===== config.mk =====
export PLATFORM = sky130hd
export DESIGN_NAME = demux_tree_node
export DESIGN_NICKNAME = d
export VERILOG_FILES = /design/src/rtl/demux_tree_node_pkg.sv /design/src/rtl/demux_tree_node_sel.sv /design/src/rtl/demux_tree_node.sv
export SDC_FILE = /design/constraint.sdc
export NUM_CORES = 1
export LEC_CHECK = 0
export CORE_MARGIN = 5
export CORE_UTILIZATION = 34
export CTS_CLUSTER_SIZE = 25
export DETAILED_ROUTE_END_ITERATION = 7
export GPL_ROUTABILITY_DRIVEN = 0
export PLACE_DENSITY = 0.76
export SYNTH_ARGS = -nofsm -noshare
export SYNTH_HDL_FRONTEND = slang
export SYNTH_HIERARCHICAL = 1
export SYNTH_SLANG_ARGS = --single-unit
export TNS_END_PERCENT = 1

===== constraint.sdc =====
create_clock -name clk -period 1.6 [get_ports clk]
set_input_delay 0.32 -clock clk [delete_from_list [all_inputs] [get_ports clk]]
set_output_delay 0.32 -clock clk [all_outputs]
set_load 0.05 [all_outputs]

===== src/rtl/demux_tree_node_pkg.sv =====
// Shared definitions for the snoop-side demux tree: FSM states and default widths.
package demux_tree_node_pkg;

  localparam int unsigned DEF_ADDR_WIDTH = 10;
  localparam int unsigned DEF_DATA_WIDTH = 32;

  typedef enum logic [1:0] {
    IDLE   = 2'd0,
    LOCKED = 2'd1,
    DROP   = 2'd2
  } node_state_t;

  localparam logic SEL_LEFT  = 1'b0;
  localparam logic SEL_RIGHT = 1'b1;

endpackage


===== src/rtl/demux_tree_node_sel.sv =====
// Child selection for one demux node: packet-lock FSM plus round-robin pointer.
module demux_tree_node_sel
  import demux_tree_node_pkg::*;
(
  input  logic clk,
  input  logic rst,
  input  logic l_rdy,
  input  logic r_rdy,
  input  logic wr_en,
  input  logic done,
  output logic sel,
  output logic gate_en,
  output logic pkt_drop
);

  node_state_t state_q, state_d;
  logic        rr_q, rr_d;
  logic        sel_q, sel_d;

  always_ff @(posedge clk) begin
    if (rst) begin
      state_q <= IDLE;
      rr_q    <= 1'b0;
      sel_q   <= SEL_LEFT;
    end else begin
      state_q <= state_d;
      rr_q    <= rr_d;
      sel_q   <= sel_d;
    end
  end

  // In IDLE the choice is made combinationally so the first beat is steered in its own cycle.
  always_comb begin
    state_d  = state_q;
    rr_d     = rr_q;
    sel_d    = sel_q;
    sel      = sel_q;
    gate_en  = 1'b0;
    pkt_drop = 1'b0;
    unique case (state_q)
      IDLE: begin
        if (wr_en || done) begin
          if (l_rdy || r_rdy) begin
            if (l_rdy && r_rdy) begin
              sel  = rr_q;
              rr_d = ~rr_q;
            end else begin
              sel = r_rdy ? SEL_RIGHT : SEL_LEFT;
            end
            sel_d   = sel;
            gate_en = 1'b1;
            if (wr_en && !done) state_d = LOCKED;
          end else begin
            pkt_drop = 1'b1;
            if (wr_en && !done) state_d = DROP;
          end
        end
      end
      LOCKED: begin
        gate_en = 1'b1;
        if (done) state_d = IDLE;
      end
      DROP: begin
        if (done) state_d = IDLE;
      end
      default: state_d = IDLE;
    endcase
  end

endmodule


===== src/rtl/demux_tree_node.sv =====
// Binary demux tree node: steers one packet-write stream to a locked child, registered outputs.
module demux_tree_node
  import demux_tree_node_pkg::*;
#(
  parameter int unsigned ADDR_WIDTH = DEF_ADDR_WIDTH,
  parameter int unsigned DATA_WIDTH = DEF_DATA_WIDTH,
  parameter int unsigned PESS       = 0
)(
  input  logic                  clk,
  input  logic                  rst,
  input  logic [ADDR_WIDTH-1:0] addr,
  input  logic [DATA_WIDTH-1:0] wr_data,
  input  logic                  wr_en,
  input  logic                  done,
  output logic                  rdy,
  output logic                  pkt_drop,
  output logic [ADDR_WIDTH-1:0] left_addr,
  output logic [DATA_WIDTH-1:0] left_wr_data,
  output logic                  left_wr_en,
  output logic                  left_done,
  input  logic                  left_rdy,
  output logic [ADDR_WIDTH-1:0] right_addr,
  output logic [DATA_WIDTH-1:0] right_wr_data,
  output logic                  right_wr_en,
  output logic                  right_done,
  input  logic                  right_rdy
);

  logic [ADDR_WIDTH-1:0] s_addr;
  logic [DATA_WIDTH-1:0] s_data;
  logic                  s_wr_en, s_done, s_lrdy, s_rrdy;

  // Child readiness is staged with the stream so selection sees a consistent snapshot.
  if (PESS != 0) begin : g_pess
    always_ff @(posedge clk) begin
      if (rst) begin
        s_addr  <= '0;
        s_data  <= '0;
        s_wr_en <= 1'b0;
        s_done  <= 1'b0;
        s_lrdy  <= 1'b0;
        s_rrdy  <= 1'b0;
      end else begin
        s_addr  <= addr;
        s_data  <= wr_data;
        s_wr_en <= wr_en;
        s_done  <= done;
        s_lrdy  <= left_rdy;
        s_rrdy  <= right_rdy;
      end
    end
  end else begin : g_direct
    always_comb begin
      s_addr  = addr;
      s_data  = wr_data;
      s_wr_en = wr_en;
      s_done  = done;
      s_lrdy  = left_rdy;
      s_rrdy  = right_rdy;
    end
  end

  logic sel, gate_en, drop;

  demux_tree_node_sel u_sel (
    .clk      (clk),
    .rst      (rst),
    .l_rdy    (s_lrdy),
    .r_rdy    (s_rrdy),
    .wr_en    (s_wr_en),
    .done     (s_done),
    .sel      (sel),
    .gate_en  (gate_en),
    .pkt_drop (drop)
  );

  logic to_left, to_right;
  always_comb begin
    to_left  = gate_en && (sel == SEL_LEFT);
    to_right = gate_en && (sel == SEL_RIGHT);
  end

  always_ff @(posedge clk) begin
    if (rst) begin
      rdy           <= 1'b0;
      pkt_drop      <= 1'b0;
      left_addr     <= '0;
      left_wr_data  <= '0;
      left_wr_en    <= 1'b0;
      left_done     <= 1'b0;
      right_addr    <= '0;
      right_wr_data <= '0;
      right_wr_en   <= 1'b0;
      right_done    <= 1'b0;
    end else begin
      rdy           <= s_lrdy | s_rrdy;
      pkt_drop      <= drop;
      left_addr     <= s_addr;
      left_wr_data  <= s_data;
      left_wr_en    <= s_wr_en & to_left;
      left_done     <= s_done & to_left;
      right_addr    <= s_addr;
      right_wr_data <= s_data;
      right_wr_en   <= s_wr_en & to_right;
      right_done    <= s_done & to_right;
    end
  end

endmodule


==> results.txt <==
initial DRC count: 8
Mapped Nets: 225
Rel. slew slack: 81.2%
clock buffer depth: 2
# setup viols final: 0
largest net degree at the start of global routing: 25
initial core utilization: 34.8%
Post-synth top flop: dfxtp_1
final wirelength: 4.29 mm
endpoints failing hold: 0
ranking of synthesized cells by area: dfxtp_1, buf_4, nor2b_1
vias in the first global route: 1,350
flops & latches, synth: 52
outcome: complete, no violations
worst min-delay path category: input pin to register
final period utilization: 90.1%
Via density: 4.03
Critical Path End Type: register
share of the synthesized area in the top cell type: 54.3%
fin crit period: 1.44 ns
IO buf count: 137
Util after Layout: 53.5%
maximum clock rate: 694 MHz
CTS tree: yes
CTS H-tree depth: 2
die width: 85.1 um
vias: 1,419
Syn Area/Cell: 11.0 sq um
design area: 0.00295 sq mm
Required @ worst endpoint: 1.81 ns
Sw Share: 33.1%
Worst Path Buf+Inv: 1
post-synth top area cell: dfxtp_1
nets: 330
post-cts sizing count: 0
slowest stage cell, crit path: dfxtp_1
root buf cell: clkbuf_8
Post-synth top cells: dfxtp_1, nor2b_1, buf_4, nand2b_1
Reg power frac: 45.4%
count leader, synth: dfxtp_1
io pins: 138
Netlist cell types: 26
MaxCap Viol Count: 0
DIE AREA: 0.00724 sq mm
critical path depth: 5
EDFF count, synth: 0
layout cells sized above 1: 39.3%
Critical Path, Cell by Cell: inv_1 -> ha_1 -> o21a_1 -> a32o_1 -> nor4bb_1
ys async rst share: 0%
routed wire length per instance: 12.2 um
Clock Latency Late Sink: 0.30 ns
total track usage: 11.1%
fin. max-slew vios: 0
cells after synthesis: 174
setup TNS: 0 ns
Antenna Nets Post-Route: 0
Final WS setup: 0.159 ns
Ant. Diodes: 0
CP Max Fanout: 5
first-pass GRT wire length: 6.40 mm
DP Area: 0.00285 sq mm
global route total overflow: 0
cts bufs inserted: 5
Num Clock Sinks: 52
internal power: 2.09 mW
Die Ht: 85.1 um
CTS Hold Bufs: 0
Lkg Pwr: 1.36 nW
synthesized area: 0.00192 sq mm
Worst Reg2Reg Path Length in Cells: 5
Crit path largest cell delay: 0.37 ns
Post-CTS Repair Setup Buffers: 0
sequential fraction of the synthesis area: 54.3%
Worst Skew: 0.00601 ns
post-placement cell count: 344
cell depth of the worst hold path: 2
Warnings, synthesis: 6
Setup CP Type: register to register
Placeable Area: 0.00551 sq mm
worst vdd ir: 442 uV
DRC Markers: 0
DRT Pass-1 Iters: 4
# rows: 27
switching pwr: 1.03 mW
clock power share: 23.5%
antenna violations before repair: 0
RSZ-0062 raised after global routing: false
Worst setup SP type: register
part of the power in combinational logic: 31.1%
clk slew on worst S/H paths: 0.09 ns
pre-CTS setup slack: -0.0886 ns
PwrDens: 1060 mW/mm^2
CP top delay family: compound AO/OA/AOI/OAI gates
DP HPWL: 3.52 mm
Worst Max-Slew Pin Slew: 0.283 ns
Area Growth Syn to Fin: 53.8%
crit path DAT: 1.65 ns
non-filler instance count after layout: 352
==> power by group through the flow <==
stage / clock, mW / combinational [mW] / sequential (mW)
2_1_floorplan: 0 / 0.452 / 1.68
3_3_place_gp: 0 / 0.970 / 1.45
3_5_place_dp: 0 / 0.978 / 1.45
4_1_cts: 0.778 / 0.980 / 1.42
5_1_grt: 0.840 / 1.02 / 1.43
6_report: 0.734 / 0.972 / 1.42
==> worst reg2reg max path, delay by kind of cell, from the launching register on <==
family | cells | cell delay, ns
compound gates | 2 | 0.40
flops | 1 | 0.37
simple gates | 1 | 0.28
fa+ha+maj | 1 | 0.24
buf+inv | 1 | 0.07
==> kinds of logic after synthesis <==
family	after synthesis	synth area share, %
buffers and inverters	49	18.8
AOI/OAI and AO/OA	9	3.79
DFF	52	54.3
muxes	2	1.05
and+or+nand+nor	59	20.1
adders and majority gates	3	1.96
==> sequential cells by signal, indices dropped and copies added (netlist names) <==
| name | flops |
|---|---|
| left_done | 1 |
| left_wr_en | 1 |
| pkt_drop | 1 |
| rdy | 1 |
| right_addr | 10 |
| right_done | 1 |
| right_wr_data | 32 |
| right_wr_en | 1 |
| u_sel/rr_q | 1 |
| u_sel/sel_q | 1 |
| u_sel/state_q | 2 |
==> cell usage in the layout (no fill, tap or decap), types with 2 or more instances in the layout <==
cell type	n
a21oi_1	2
clkbuf_8	6
mux2i_1	2
buf_4	98
clkdlybuf4s50_1	46
dfxtp_1	52
ha_1	3
nand2b_1	4
inv_1	2
clkinv_2	2
nor2b_1	45
and4b_1	2
==> layout make-up <==
class / instances / area, sq um
Inverter: 2 / 7.51
Timing Repair Buffer: 145 / 1200
Sequential cell: 52 / 1040
Clock inverter: 2 / 10.0
Fill cell: 512 / 2560
Clock buffer: 6 / 82.6
Tap cell: 72 / 90.1
Multi-Input combinational cell: 73 / 514
==> layer usage <==
layer / routed length (um) / track usage [%]
met5: 0 / 0
met4: 38 / 4.75
met3: 446 / 3.40
met2: 2290 / 20.0
met1: 1510 / 12.0
==> through the flow <==
step | hold slack [ns] | power, mW
global route | 0.325 | 3.29
global placement | 0.468 | 2.42
finish | 0.314 | 3.12
detailed placement | 0.470 | 2.43
CTS | 0.305 | 3.18
floorplan | 0.389 | 2.13
==> final timing paths <==
| path | startpoint | end | slack [ns] |
|---|---|---|---|
| worst max-delay path | u_sel/state_q[0]$_SDFFE_PP0P_ | left_wr_en$_SDFF_PP0_ | 0.16 |
| worst min-delay path | rst | u_sel/rr_q$_SDFFE_PP0P_ | 0.31 |
| worst max register to register | u_sel/state_q[0]$_SDFFE_PP0P_ | left_wr_en$_SDFF_PP0_ | 0.16 |
| worst min register to register | u_sel/state_q[1]$_SDFFE_PP0P_ | u_sel/state_q[1]$_SDFFE_PP0P_ | 0.48 |
Note: power is estimated with default switching activity, not from simulation.
